===== config.mk =====
export PLATFORM = sky130hd
export DESIGN_NAME = alu_issue_queue
export DESIGN_NICKNAME = d
export VERILOG_FILES = /design/src/rtl/alu_issue_queue.sv
export SDC_FILE = /design/constraint.sdc
export NUM_CORES = 1
export LEC_CHECK = 0
export CAP_MARGIN = 20
export CELL_PAD_IN_SITES_DETAIL_PLACEMENT = 1
export CELL_PAD_IN_SITES_GLOBAL_PLACEMENT = 1
export CORE_ASPECT_RATIO = 2
export CORE_MARGIN = 2
export CORE_UTILIZATION = 54
export DETAILED_ROUTE_END_ITERATION = 8
export DONT_BUFFER_PORTS = 1
export PLACE_DENSITY = 0.77
export RECOVER_POWER = 50
export SLEW_MARGIN = 20
export SYNTH_ARGS = -nofsm -noshare
export SYNTH_HDL_FRONTEND = slang
export SYNTH_SLANG_ARGS = --single-unit

===== constraint.sdc =====
create_clock -name clk -period 3 [get_ports clk]
set_clock_uncertainty 0.2 [all_clocks]
set_input_delay 0.6 -clock clk [delete_from_list [all_inputs] [get_ports clk]]
set_output_delay 0.6 -clock clk [all_outputs]
set_load 0.01 [all_outputs]

===== src/rtl/alu_issue_queue.sv =====
// alu_issue_queue: in-order ALU issue FIFO with registered operand outputs and result-valid tracking.
// Optional opcode legality filter enabled by defining ALU_ISSUE_OPCHK_EN.
module alu_issue_queue #(
  parameter int DEPTH   = 4,
  parameter int ALU_LAT = 3
) (
  input  logic                       clk,
  input  logic                       rst,
  input  logic                       flush,
  input  logic                       in_valid,
  output logic                       in_ready,
  input  logic [3:0]                 in_opcode,
  input  logic [7:0]                 in_a,
  input  logic [7:0]                 in_b,
  output logic [3:0]                 alu_opcode,
  output logic [7:0]                 alu_a,
  output logic [7:0]                 alu_b,
  output logic                       res_valid,
  output logic [$clog2(DEPTH):0]     count,
  output logic                       illegal_op
);
  localparam int AW = $clog2(DEPTH);
  localparam int CW = AW + 1;
  logic [19:0] mem [DEPTH];
  logic [AW-1:0] rd_ptr, wr_ptr;
  logic iss;
  logic [ALU_LAT-1:0] sr;
  logic pop, accept, bad, push;
  assign in_ready = !rst && !flush && (count < CW'(DEPTH));
  assign pop      = (count != '0) && !flush;
  assign accept   = in_valid && in_ready;
`ifdef ALU_ISSUE_OPCHK_EN
  assign bad = in_opcode > 4'd4;
`else
  assign bad = 1'b0;
`endif
  assign push      = accept && !bad;
  assign res_valid = sr[ALU_LAT-1];
  always_ff @(posedge clk)
    if (push) mem[wr_ptr] <= {in_opcode, in_a, in_b};
  // iss marks a real instruction in the alu_* registers; sr tracks it through the ALU
  always_ff @(posedge clk or posedge rst)
    if (rst) begin
      rd_ptr <= '0;
      wr_ptr <= '0;
      count <= '0;
      {alu_opcode, alu_a, alu_b} <= {4'hF, 16'h0};
      iss <= 1'b0;
      sr <= '0;
      illegal_op <= 1'b0;
    end else if (flush) begin
      rd_ptr <= '0;
      wr_ptr <= '0;
      count <= '0;
      {alu_opcode, alu_a, alu_b} <= {4'hF, 16'h0};
      iss <= 1'b0;
      sr <= '0;
      illegal_op <= 1'b0;
    end else begin
      if (push) wr_ptr <= wr_ptr + 1'b1;
      if (pop) rd_ptr <= rd_ptr + 1'b1;
      count <= count + CW'(push) - CW'(pop);
      {alu_opcode, alu_a, alu_b} <= pop ? mem[rd_ptr] : {4'hF, 16'h0};
      iss <= pop;
      sr <= ALU_LAT'({sr, iss});
      illegal_op <= accept && bad;
    end
endmodule


==> flow_summary.ini <==
[run_status]
outcome = complete, but fails checks
failed_checks = capacitance limit, slew limit

[clocking]
cts_tree = done
clockBufferDepth = 2
cts.repair.resized = 0
cts_hold_buf = 0
cts-root-buf = clkbuf_16
clk_latency_ns = 0.34
cts_setup_buffers = 0
htreeDepth = 3
path_clk_slew_ns = 0.07
cts_made_buffers = 9
clock-sinks = 111

[logic_synthesis]
syn-num-nets = 232
synth_area_per_cell_sq_um = 20.73
ys_ff_latch = 111
yosysWarnings = 0
synth_area_sq_mm = 0.004166
syn_inst = 201
async_flop_share_pct = 27.93
synth_cell_type_count = 26
synth_flop_cell = edfxtp_1
synth_edf_count = 80
yosysSeqAreaShare_pct = 76.40

[detailed_routing]
first_pass_iters = 4
drt_wl_total_um = 7476
drc = 0
ant_nets = 0
wl_per_cell_um = 24.19
drtIter0Drc = 82
drt-vias-per-instance = 5.854
vias = 1809

[finish]
fill_cells = 630
fin_nets = 241
drive_above_1_share_pct = 20.00
seqCellArea_sq_mm = 0.003183
multi_input_area_sq_um = 913.4
fin_area_sq_mm = 0.004621
syn2layout_area_growth_pct = 10.90
antenna_cells = 0
fin_util_pct = 61.24

[global_route]
grt.total_usage_pct = 20.13
overflow = 0
grt_pass1_vias = 2106
grt_max_degree = 36
antenna_found_initial = 0
grt_pass1_wl_um = 11700

[sta]
fin_crit_ns = 2.776
finalSetupViolCount = 0
maxSlewHeadroom_pct = -11.70
rsz0062_at_grt = no
hold_viol = 0
tns_ns = 0
min_period_over_period_pct = 92.55
timing.fmax_mhz = 360.2
tightest_slew_ns = 1.676
fin_ws_ns = 0.2236
drv_slew = 32

[pwr]
seqPwrFrac_pct = 50.7
intPower_mw = 2.908
clkPwrFrac_pct = 33.0
p_leak_nw = 1.643
ir_drop_mv = 0.5947
p_comb_share_pct = 16.2
p_per_area_mw_per_mm2 = 838.1
power_switching_mw = 0.9646
switching_share_pct = 24.91
total_power_mw = 3.873

[min_path]
min_from = flush
min_path_type = in -> reg

[place]
port_buffers = 0
hpwl_um = 4823
pre_cts_slack_ns = 0.2253
gp_congestion = 0.7736
placed_cell_area_sq_mm = 0.004297

[setup_path]
cp-startpoint = count[2]
path_class = reg -> reg
reg2reg_from = count[2]
crit_path_start_kind = flip-flop
required_ns = 3.03
crit_fanout = 7
arrival_ns = 2.81
worstSetupEndpointType = flip-flop

[die]
core_sq_mm = 0.007545
dieArea_sq_mm = 0.008477
io_pins = 50
die-width_um = 66.11
initial_core_util_pct = 55.22
row_count = 45
die_height_um = 128.2

[job]
maxCapViolCount = 1
## synthesized netlist by cell type (2+ instances only)
cell type / n / share of area (%)
clkbuf_1: 4 / 0.36
ha_1: 6 / 1.8
and2_1: 4 / 0.60
nor2b_1: 6 / 0.90
nor2_1: 5 / 0.45
mux4_1: 7 / 4.4
or3_1: 4 / 0.60
mux2_2: 2 / 0.54
buf_1: 3 / 0.27
nor3b_1: 16 / 2.9
buf_4: 2 / 0.36
nor3_1: 3 / 0.36
inv_1: 6 / 0.54
dfrtp_1: 27 / 16
mux4_2: 13 / 7.0
dfstp_2: 4 / 2.5
edfxtp_1: 80 / 58
## cell usage in the layout (no fill, tap or decap), drive strengths merged
master  instances
bufinv          2
clkbuf         13
nor2b           6
inv             7
or3             4
mux2            2
and2            4
xnor3           1
dfrtp          27
nor3            3
nor4            1
conb            1
nor2            5
mux4           20
o31a            1
nor3b          16
edfxtp         80
fa              1
clkinv          2
buf             6
nand2b          1
dfstp           4
mux2i           1
nor4b           1
ha              6
## metal layers
metal / GRT usage (%) / vias up / routed length [um]
met5: 0 / - / 0
met2: 35.53 / 50 / 4276
met1: 21.40 / 956 / 2606
met3: 5.795 / 13 / 400
li1: - / 790 / -
met4: 9.604 / 0 / 192
## sequential cells by signal, indices dropped and copies added, names as in the netlist
| register | count |
|---|---|
| mem | 80 |
| alu_a | 8 |
| alu_b | 8 |
| alu_opcode | 4 |
| count | 3 |
| sr | 3 |
| rd_ptr | 2 |
| wr_ptr | 2 |
| iss | 1 |
## worst max-delay path, cell delays in order, from the launching register on
cell and delay, ns:
dfrtp_1 0.51, nor4b_2 0.47, inv_1 0.17, ha_1 0.30
inv_1 0.07, ha_1 0.16, inv_1 0.06, fa_1 0.41
xnor3_1 0.27, nor2_1 0.05
## power by group through the flow
stage | clock network [mW] | registers, mW | logic [mW]
2_1_floorplan | 0 | 1.93 | 0.530
3_3_place_gp | 0 | 1.99 | 0.589
3_5_place_dp | 0 | 2.00 | 0.639
4_1_cts | 1.30 | 1.97 | 0.655
5_1_grt | 1.36 | 1.99 | 0.688
6_report | 1.28 | 1.96 | 0.629
## logic make-up after synthesis
group                    share of synthesized area, %
other                                         0.09000
multiplexers                                    12.22
flip-flops                                      76.40
AND/OR/NAND/NOR                                 6.457
adder cells (fa/ha/maj)                         2.282
buffers and inverters                           1.802
AO/OA/AOI/OAI                                  0.2102
XOR/XNOR                                       0.5405
## path summary, 6_finish.rpt
check / endpoint / slack [ns] / cells after the start
worst max-delay path: count[2] / 0.22 / 9
worst min-delay path: sr[0] / 0.14 / 1
worst max register to register: count[2] / 0.22 / 9
worst min register to register: sr[0] / 0.27 / 1
max in group asynchronous: alu_b[7] / 1.09 / 2
min in group asynchronous: count[1] / 0.53 / 2
## area by class of cell
cell class | count | area share [%]
clock buffers | 11 | 5.470
clock inverters | 5 | 1.706
inverters | 6 | 0.4874
multi-input cells | 74 | 19.77
flip-flops and latches | 111 | 68.89
well taps | 94 | 2.545
repair buffers | 8 | 1.137
## stage by stage
| step | cells | hold WS, ns |
|---|---|---|
| detailed placement | 293 | 0.2572 |
| global route | 309 | 0.1123 |
| finish | 309 | 0.1350 |
| global placement | 293 | 0.2438 |
| CTS | 309 | 0.03431 |
| floorplan | 201 | 0.2385 |
No activity file was read; power rests on OpenSTA's default activity.
